==> src/rtl/seg_display_scheduler.sv <==
// Arbitrates the 8-digit seven-segment display between two round-robin frame
// requesters and a preempting error source, with a minimum hold and idle blanking.
module seg_display_scheduler #(
  parameter int unsigned HOLD_CYCLES  = 1000,
  parameter int unsigned IDLE_TIMEOUT = 100000
) (
  input  logic        clk_i,
  input  logic        rst_i,
  input  logic        req_a_i,
  input  logic [31:0] numb_a_i,
  input  logic [7:0]  mask_a_i,
  output logic        ack_a_o,
  input  logic        req_b_i,
  input  logic [31:0] numb_b_i,
  input  logic [7:0]  mask_b_i,
  output logic        ack_b_o,
  input  logic        err_in_i,
  input  logic [3:0]  err_code_i,
  output logic [31:0] numb_o,
  output logic [7:0]  mask_o,
  output logic        error_o,
  output logic        busy_o
);

  localparam int HoldW = (HOLD_CYCLES > 1) ? $clog2(HOLD_CYCLES) : 1;
  localparam int IdleW = (IDLE_TIMEOUT > 0) ? $clog2(IDLE_TIMEOUT + 1) : 1;
  localparam logic [HoldW-1:0] HoldMax = HoldW'(HOLD_CYCLES - 1);
  localparam logic [IdleW-1:0] IdleMax = IdleW'(IDLE_TIMEOUT);

  localparam logic [31:0] BlankNumb = 32'h0;
  localparam logic [7:0]  BlankMask = 8'hFF;
  localparam logic [7:0]  ErrMask   = 8'b0111_1110;

  typedef enum logic [1:0] {
    IDLE = 2'd0,
    SHOW = 2'd1,
    ERR  = 2'd2
  } state_t;

  state_t           state_q, state_d;
  logic [31:0]      numb_q, numb_d;
  logic [7:0]       mask_q, mask_d;
  logic             error_q, error_d;
  logic             ack_a_q, ack_a_d;
  logic             ack_b_q, ack_b_d;
  logic             last_b_q, last_b_d;
  logic [HoldW-1:0] hold_cnt_q, hold_cnt_d;
  logic [IdleW-1:0] idle_cnt_q, idle_cnt_d;

  logic any_req;
  logic pick_a;
  logic hold_done;
  logic grant;

  // On a tie, the requester that was not granted last wins.
  assign any_req   = req_a_i | req_b_i;
  assign pick_a    = req_a_i & (~req_b_i | last_b_q);
  assign hold_done = (hold_cnt_q == HoldMax);

  always_ff @(posedge clk_i) begin
    if (rst_i) begin
      state_q    <= IDLE;
      numb_q     <= BlankNumb;
      mask_q     <= BlankMask;
      error_q    <= 1'b0;
      ack_a_q    <= 1'b0;
      ack_b_q    <= 1'b0;
      last_b_q   <= 1'b1;
      hold_cnt_q <= '0;
      idle_cnt_q <= '0;
    end else begin
      state_q    <= state_d;
      numb_q     <= numb_d;
      mask_q     <= mask_d;
      error_q    <= error_d;
      ack_a_q    <= ack_a_d;
      ack_b_q    <= ack_b_d;
      last_b_q   <= last_b_d;
      hold_cnt_q <= hold_cnt_d;
      idle_cnt_q <= idle_cnt_d;
    end
  end

  always_comb begin
    state_d    = state_q;
    numb_d     = numb_q;
    mask_d     = mask_q;
    error_d    = error_q;
    ack_a_d    = 1'b0;
    ack_b_d    = 1'b0;
    last_b_d   = last_b_q;
    hold_cnt_d = hold_cnt_q;
    idle_cnt_d = idle_cnt_q;
    grant      = 1'b0;

    if (err_in_i) begin
      // Error overrides every grant; the error frame follows err_code each cycle.
      state_d    = ERR;
      numb_d     = {4'hE, 24'h0, err_code_i};
      mask_d     = ErrMask;
      error_d    = 1'b1;
      hold_cnt_d = '0;
      idle_cnt_d = '0;
    end else begin
      case (state_q)
        IDLE: begin
          grant = any_req;
        end
        SHOW: begin
          if (!hold_done) begin
            hold_cnt_d = hold_cnt_q + 1'b1;
          end else if (any_req) begin
            grant = 1'b1;
          end else if (IDLE_TIMEOUT != 0) begin
            if (idle_cnt_q == IdleMax) begin
              state_d    = IDLE;
              numb_d     = BlankNumb;
              mask_d     = BlankMask;
              hold_cnt_d = '0;
              idle_cnt_d = '0;
            end else begin
              idle_cnt_d = idle_cnt_q + 1'b1;
            end
          end
        end
        ERR: begin
          // The interrupted frame is dropped; pending requests win from IDLE next.
          state_d = IDLE;
          numb_d  = BlankNumb;
          mask_d  = BlankMask;
          error_d = 1'b0;
        end
        default: begin
          state_d = IDLE;
          numb_d  = BlankNumb;
          mask_d  = BlankMask;
          error_d = 1'b0;
        end
      endcase

      if (grant) begin
        state_d    = SHOW;
        numb_d     = pick_a ? numb_a_i : numb_b_i;
        mask_d     = pick_a ? mask_a_i : mask_b_i;
        error_d    = 1'b0;
        ack_a_d    = pick_a;
        ack_b_d    = ~pick_a;
        last_b_d   = ~pick_a;
        hold_cnt_d = '0;
        idle_cnt_d = '0;
      end
    end
  end

  assign numb_o  = numb_q;
  assign mask_o  = mask_q;
  assign error_o = error_q;
  assign ack_a_o = ack_a_q;
  assign ack_b_o = ack_b_q;
  assign busy_o  = (state_q != IDLE);

endmodule

==> config.mk <==
export PLATFORM = sky130hd
export DESIGN_NAME = seg_display_scheduler
export DESIGN_NICKNAME = d
export VERILOG_FILES = /design/src/rtl/seg_display_scheduler.sv
export SDC_FILE = /design/constraint.sdc
export NUM_CORES = 1
export LEC_CHECK = 0
export ABC_AREA = 1
export CAP_MARGIN = 30
export CORE_ASPECT_RATIO = 1.5
export CORE_UTILIZATION = 45
export DETAILED_ROUTE_END_ITERATION = 10
export HOLD_SLACK_MARGIN = 0.1
export PLACE_DENSITY = 0.91
export SYNTH_ARGS = -nofsm -noshare
export SYNTH_HDL_FRONTEND = slang
export SYNTH_SLANG_ARGS = --single-unit
==> constraint.sdc <==
create_clock -name clk_i -period 1.8 [get_ports clk_i]
set_input_delay 0.54 -clock clk_i [delete_from_list [all_inputs] [get_ports clk_i]]
set_output_delay 0.54 -clock clk_i [all_outputs]
set_load 0.005 [all_outputs]
**After elaboration in Yosys (flattened, before gate mapping)**

Index checks and enable logic that the tools add are counted.

- Input bits: 89
- Logic and storage cells: 78
- Bits in registers: 73

- Eq/ne operators: 14
- Muxes and demuxes: 31
- Reductions and logical operators: 11
- Bitwise logic cells: 8
- Add/subtract/negate cells: 2

Operators with widths:

| operator | number |
|---|---|
| two-way mux 32 bit | 6 |
| one-hot mux 32 bit (2 select lines) | 1 |
| two-way mux 8 bit | 6 |
| two-way mux 10 bit | 3 |
| adder 17 x 1 -> 17 bit (second input constant) | 1 |
| == test 17 bit (second input constant) | 1 |
| two-way mux 17 bit | 1 |
| one-hot mux 8 bit (2 select lines) | 1 |
| != test 3 bit (second input constant) | 4 |
| != test 4 bit (second input constant) | 3 |
| adder 10 x 1 -> 10 bit (second input constant) | 1 |
| == test 10 bit (second input constant) | 1 |
| two-way mux 2 bit | 5 |
| AND reduction 4 bit | 2 |
| two-way mux 1 bit | 6 |
| AND reduction 3 bit | 2 |
| OR reduction 3 bit | 2 |
| NOT 1 bit | 5 |
| != test 2 bit (second input constant) | 2 |
| one-hot mux 2 bit (2 select lines) | 1 |
| OR reduction 2 bit | 2 |
| != test 3 x 1 -> 1 bit (second input constant) | 1 |
| == test 2 x 1 -> 1 bit (second input constant) | 1 |
| zero test 2 bit | 1 |
| 6 further kinds | 7 |

**Depth between registers and ports, before layout**

Gate-level depths: netlist of run 1.

- Word-level depth: 7
- Gate-level depth with buffers: 12
- Depth with buffers taken out: 12

**Worst setup path after synthesis of run 1**

Ideal clock, no wire load.

- Path kind: in2reg
- Start point: input port req_b_i
- End point: register idle_cnt_q[6]
- Path slack: 0.155 ns
- Data required time: 1.674 ns
- Cell stages on the path: 8
- Arrival time: 1.519 ns
- Cells stage by stage: nor2_1 -> inv_1 -> nor2_1 -> inv_2 -> nor2_4 -> nand2_1 -> nor3_1 -> nor3b_2

- Longest elaborated chain between the ends: 6

Ends and longest elaborated chain:

| item | RTL line | text |
|---|---|---|
| from (decl) | 13 | `input logic req_b_i,` |
| OR 1 bit (*) | 56 | `assign any_req = req_a_i \| req_b_i;` |
| two-way mux 1 bit | 112 | `end else if (any_req) begin` |
| two-way mux 1 bit | 110 | `if (!hold_done) begin` |
| one-hot mux 1 bit (2 select lines) | 105 | `case (state_q)` |
| two-way mux 1 bit | 96 | `if (err_in_i) begin` |
| OR reduction 3 bit (no line) | -- |  |
| to (signal assigned) | 80 | `idle_cnt_q <= idle_cnt_d;` |
| to (decl) | 48 | `logic [IdleW-1:0] idle_cnt_q, idle_cnt_d;` |

Mark *: on every way between the ends. The rest lies on a longest branch, timed or not. The select of a mux whose other input is x is not followed.
A chain may end at the register's enable or synchronous reset.

**Worst setup path in the final report of run 1**

- Start point: register error_q (netlist: error_o)
- End point: output port error_o

RTL lines:

| item | RTL line | text |
|---|---|---|
| from (decl) | 43 | `logic error_q, error_d;` |
| from (signal assigned) | 75 | `error_q <= error_d;` |
| to (decl) | 21 | `output logic error_o,` |

No word-level cell between the ends.

==> impl_metrics.tcl, run 1 <==
set metrics [dict create \
    cp_slowest_cell "clkdlybuf4s50_1" \
    cts_buffers 9 \
    cpPeakStageDelay_ns 0.55 \
    setup_viol 0 \
    rr_startpoint "idle_cnt_q[1]" \
    dpl.cell_count 886 \
    synth_seq_cells 73 \
    via_per_inst 5.267 \
    htreeDepth 3 \
    drt-initial-drc-count 241 \
    post_dp_cell_area_mm2 0.005677 \
    ant_nets 0 \
    grt_start_max_net_pins 36 \
    ys_types 32 \
    async_flop_share 0 \
    slew_headroom 0.6757 \
    dr.pass1.iters 7 \
    critPathMaxFanout 2 \
    synthTopCellsByArea "dfxtp_1 36%, nand2_1 24%, a21oi_1 6.8%" \
    die_x_um 79.22 \
    cts.sinks 73 \
    crit_type "reg2out" \
    critPathRequiredTime_ns 1.26 \
    start_util 0.4698 \
    io_buffers 132 \
    cp.depth 1 \
    yosysTopAreaCellShare 0.3631 \
    yosysMostFrequentCell "nand2_1" \
    critPathLaunch "error_o" \
    p_per_area_mw_per_mm2 717.7 \
    skew_ns 0.007021 \
    maxCapViolCount 0 \
    fmax_ghz 0.5689 \
    dr_total_vias 4756 \
    num_antenna_cells 0 \
    hold_violations 0 \
    fin_crit_sh 0.9765 \
    antenna_found_initial 0 \
    cp_top_family "buffers and inverters" \
    hold_path.class "reg2reg" \
    overflow 0 \
    p_leak_nw 2.554 \
    maxSlewViolCount 0 \
    path_buf_inv 1 \
    cts_root_buf "clkbuf_16" \
    die_h_um 117.8 \
    endpoint_kind "primary output" \
    r2r_cells 11 \
    syn-num-nets 724 \
    rr_endpoint "numb_o[8]" \
    tns_ns 0 \
    cts_tree "built" \
    final_area_mm2 0.006060 \
    place_congestion 0.8826 \
    r2r_slack_ns 0.09 \
    synth_edf_count 0 \
    clk_pin_slew_ns 0.05 \
    synth_ff_type "dfxtp_1" \
    area_growth_syn_to_layout_pct 50.54 \
    critPathCapture "error_o" \
    track_usage 0.2792 \
    crit_arrival_ns 1.22 \
    drive_gt1_frac 0.1193 \
    dieArea_mm2 0.009334 \
    ys_top_cells_by_count "260 x nand2_1, 73 x dfxtp_1, 56 x nor2_1" \
    clockBufferDepth 2 \
    syn_avg_cell_area_um2 6.369 \
    core_mm2 0.008567 \
    boundaryPins 133 \
    wl_mm 12.64 \
    crit_path_cell_trace "clkdlybuf4s50_1" \
    outcome "completed" \
    finalNonFillerCells 903 \
    start_kind "flip-flop" \
    tightest_slew_ns 0.4827 \
    synth-seq-area-share 0.3631 \
    grt_first_pass_wirelength_mm 20.43 \
    vdd.ir_drop.worst_uv 537.2 \
    synth_area_leader_cell "dfxtp_1" \
    final_nets 885 \
    synth_warnings 0 \
    grt_pass1_vias 4690 \
    syn_area_mm2 0.004025 \
    dp_hpwl_mm 9.353 \
    fin_crit_ns 1.758 \
    routedWlPerCell_um 14.00 \
    drcViolationCount 0 \
    num_rows 41 \
    syn_inst 632 \
    clock_latency_ns 0.34 \
]
[cells by family (layout without fill, tap and decap cells)]
kind of cell / Yosys count / count (layout) / share of synthesized area
and+or+nand+nor: 400 / 401 / 0.4333
DFF: 73 / 73 / 0.3631
AOI/OAI and AO/OA: 76 / 76 / 0.1051
buffers and inverters: 76 / 239 / 0.08051
xor gates and xnor gates: 4 / 4 / 0.008703
adders and majority gates: 3 / 3 / 0.009326
[what timing repair did]
action / 4_1_cts / 5_1_grt
pin swaps: 4 / 4
resized for setup: 8 / 11
buffers inserted: 1 / 1
endpoints found under the setup margin: 47 / 41
gates cloned: 1 / 0
hold buffers: 0 / 0
[flip-flops by register name, indices dropped and copies added (netlist names)]
name and count:
last_b_q 1, mask_o 8, ack_a_o 1, ack_b_o 1, hold_cnt_q 10, idle_cnt_q 17, numb_o 32, error_o 1
state_q 2
[how the worst min path moves through the flow]
stage	cells past startpoint	slack, ns	from	end
3_5_place_dp	2	0.45	numb_o[21]	numb_o[21]
6_report	2	0.46	numb_o[11]	numb_o[11]
2_1_floorplan	2	0.44	hold_cnt_q[3]	hold_cnt_q[3]
3_3_place_gp	2	0.45	numb_o[6]	numb_o[6]
4_1_cts	2	0.46	numb_o[11]	numb_o[11]
5_1_grt	2	0.49	numb_o[7]	numb_o[7]
[report_power, final]
group          internal, W  switching (W)
clock network      0.00119       0.000666
registers          0.00167      0.0000326
logic             0.000414       0.000373
total              0.00328        0.00107
[routing by layer]
metal / share of wire / GRT usage / up-vias
met5: 0 / 0 / -
met1: 0.35 / 0.2690 / 2151
met2: 0.52 / 0.5027 / 223
li1: - / - / 2326
met4: 0.053 / 0.1682 / 0
met3: 0.073 / 0.08682 / 56
[cell usage in the layout (no fill, tap or decap), types with 2 or more instances in the layout]
cell type / count
nor2_2: 5
dfxtp_1: 73
inv_2: 4
buf_12: 3
or2_2: 3
dlymetal6s2s_1: 3
nand3_1: 33
clkinv_2: 3
o21bai_1: 2
nor2_1: 52
xor2_1: 4
a21oi_1: 55
dlygate4sd2_1: 2
inv_1: 46
nand4_1: 20
nor3b_2: 3
bufinv_16: 2
nand2_4: 2
a21oi_2: 7
clkbuf_16: 9
nand2_2: 3
nand2_8: 4
nand2_1: 259
nor2_4: 4
nor3_1: 7
buf_4: 36
nor3_2: 2
o21ai_0: 10
nand3b_1: 2
nand3_2: 2
ha_1: 3
clkdlybuf4s50_1: 127
[stage by stage]
step | power [W] | setup slack (ns) | hold WS (ns) | utilization
finish | 0.004349 | 0.04236 | 0.4622 | 0.7073
global route | 0.004507 | -0.003404 | 0.4867 | 0.7073
CTS | 0.004344 | 0.00008882 | 0.4634 | 0.7016
detailed placement | 0.002501 | -0.5258 | 0.4545 | 0.6626
global placement | 0.002479 | -0.4548 | 0.4453 | 0.6626
floorplan | 0.002081 | 0.1555 | 0.4411 | -
[cell type report]
cell class,count,area [um^2]
tap,107,133.9
inverter,54,211.5
sequential,73,1461
multi-input combinational,484,2297
fill,635,2507
clock buffer,10,229.0
clock inverter,4,70.07
timing repair buffer,171,1657
(Power assumes the default switching activity.)
==> run 2, diff against run 1 <==
--- a/config.mk
+++ b/config.mk
@@ -8,3 +8,3 @@
 export ABC_AREA = 1
-export CAP_MARGIN = 30
+export CAP_MARGIN = 10
 export CORE_ASPECT_RATIO = 1.5
==> constraint.sdc (replaced) <==
create_clock -name clk_i -period 1.8 [get_ports clk_i]
set_input_delay 0.18 -clock clk_i [delete_from_list [all_inputs] [get_ports clk_i]]
set_output_delay 0.18 -clock clk_i [all_outputs]
set_load 0.005 [all_outputs]
==> run 2 against run 1 <==
Against the previous run:
- critical path type is now reg2reg
- combinational power down 3.2%
- clock power grew 5%
- global-route usage shrank 0.35 points
- critical endpoint is now numb_o[8]
- sequential share of layout area rose by 0.33 points
- wire length grew 1.1%
- via count shrank 1.4%
- setup slack improved by 0.021 ns
- clock-buffer cell count down 1
- fmax rose by 1.2%
- final cell count down 0.89%
- register-to-register slack worse by 0.03 ns
- first-iteration DRC count up 70%
==> impl_metrics.tcl, run 2 (synthesized netlist as in run 1, its figures left out) <==
set metrics [dict create \
    outcome "completed" \
    r2r_slack_ns 0.06 \
    cts_buffers 9 \
    whs_endpoint "numb_o[18]" \
    p_comb_frac 0.172 \
    drive_gt1_frac 0.1155 \
    critPathMaxFanout 22 \
    tns_ns 0 \
    num_antenna_cells 0 \
    rsz0062_at_grt "true" \
    dp_hpwl_mm 9.281 \
    fin_ws_ns 0.06341 \
    layout_common_cells "257 x nand2_1, 132 x clkdlybuf4s50_1, 71 x dfxtp_1" \
    power_frac_seq 0.386 \
    nFillCells 609 \
    final_util 0.6988 \
    maxSlewViolCount 0 \
    crit_type "reg2reg" \
    via_per_inst 5.239 \
    dieArea_mm2 0.009334 \
    maxCapViolCount 0 \
    area_growth_syn_to_layout_pct 48.74 \
    slew_headroom 0.7157 \
    tightest_slew_ns 0.4259 \
    ant_nets 0 \
    die_h_um 117.8 \
    drt-initial-drc-count 410 \
    grt_start_max_net_pins 45 \
    dpl.cell_count 875 \
    start_util 0.4698 \
    r2r_cells 11 \
    cts_tree "built" \
    grt.busiest_layer "met2" \
    final_common_cell "nand2_1" \
    grt_use_met2 0.5119 \
    rr_startpoint "idle_cnt_q[1]" \
    hold_path.class "reg2reg" \
    dr_total_vias 4689 \
    clock_power_share 0.442 \
    place_congestion 0.9085 \
    boundaryPins 133 \
    largest_reg_flops 32 \
    num_rows 41 \
    p_sw_frac 0.2555 \
    skew_ns 0.01130 \
    wl_mm 12.77 \
    hold_depth 2 \
    htreeDepth 3 \
    p_sw_w 0.001129 \
    final_area_mm2 0.005987 \
    drcViolationCount 0 \
    cts.sinks 73 \
    grtUsageMet1 0.2696 \
    io_buffers 132 \
    rr_endpoint "numb_o[8]" \
    p_leak_nw 2.455 \
    dr.pass1.iters 5 \
    core_mm2 0.008567 \
    critPathRequiredTime_ns 2.07 \
    post_dp_cell_area_mm2 0.005582 \
    finalNonFillerCells 895 \
    cts_root_buf "clkbuf_16" \
    track_usage 0.2758 \
    start_kind "flip-flop" \
    p_per_area_mw_per_mm2 738.2 \
    clockBufferDepth 2 \
    die_x_um 79.22 \
    fin_crit_sh 0.9648 \
    vdd.ir_drop.worst_uv 749.6 \
    crit_arrival_ns 2.00 \
    final_nets 875 \
    hold_violations 0 \
    hp-start "numb_o[18]" \
    grt_pass1_vias 4567 \
    preCtsSetupSlack_ns -0.1778 \
    grt_first_pass_wirelength_mm 20.22 \
    overflow 0 \
    fin_crit_ns 1.737 \
    endpoint_kind "flip-flop" \
    antenna_found_initial 0 \
    clock_latency_ns 0.34 \
    fmax_ghz 0.5758 \
    p_int_w 0.003290 \
    use_met3 0.07132 \
    clk_pin_slew_ns 0.06 \
    routedWlPerCell_um 14.27 \
    setup_viol 0 \
]
[run 2: how the worst max path moves through the flow]
stage / start / endpoint / slack, ns / depth (start not counted)
after floorplan: hold_cnt_q[0] / numb_o[29] / 0.19 / 11
after global placement: req_b_i / idle_cnt_q[6] / -0.07 / 9
after detailed placement: req_b_i / idle_cnt_q[5] / -0.18 / 9
after CTS: hold_cnt_q[0] / numb_o[29] / 0.003 / 10
after global routing: idle_cnt_q[0] / hold_cnt_q[2] / -0.05 / 11
final: idle_cnt_q[1] / numb_o[8] / 0.06 / 11
[run 2: layer usage]
layer / share of wire / routed length (um)
met1: 0.36 / 4541
met2: 0.54 / 6841
met3: 0.069 / 883
met4: 0.040 / 508
met5: 0 / 0
[run 2: metrics by stage]
step,power [W],hold WS (ns)
after floorplan,0.002081,0.3163
after global placement,0.002454,0.4468
after detailed placement,0.002480,0.4582
after CTS,0.004423,0.4599
after global routing,0.004590,0.4843
final,0.004419,0.4659
[run 2: worst max-delay path: stages (launching register included)]
cell and delay, ns:
dfxtp_1 0.37, inv_1 0.08, ha_1 0.22, nand2_1 0.07, nor2_1 0.04, nand2_1 0.07
nor2_2 0.06, nor2_2 0.18, nand2_8 0.10, nand2_4 0.24, nand2_1 0.08, a21oi_1 0.15
[run 2: cell type report]
cell class / instances / area (um^2) / share of cell area
timing repair buffer: 160 / 1560 / 0.2606
timing repair inverter: 1 / 7.507 / 0.001254
multi-input combinational: 484 / 2286 / 0.3818
clock buffer: 9 / 225.2 / 0.03762
clock inverter: 7 / 98.84 / 0.01651
inverter: 54 / 211.5 / 0.03532
tap: 107 / 133.9 / 0.02236
sequential: 73 / 1464 / 0.2445
[run 2: repair_timing]
item                                    in CTS  in global routing
resized for setup                            1                 14
gates cloned                                 0                  2
pin swaps                                    0                  5
hold endpoints to repair                     0                  0
buffers inserted                             0                  2
endpoints found under the setup margin       5                 59
hold buffers                                 0                  0
[run 2: power by group through the flow]
| stage | Combinational [W] | Clock (W) | Sequential, W |
|---|---|---|---|
| floorplan | 0.000343 | 0 | 0.00174 |
| global placement | 0.000720 | 0 | 0.00173 |
| detailed placement | 0.000743 | 0 | 0.00174 |
| CTS | 0.000750 | 0.00197 | 0.00170 |
| global route | 0.000829 | 0.00205 | 0.00171 |
| finish | 0.000762 | 0.00195 | 0.00170 |
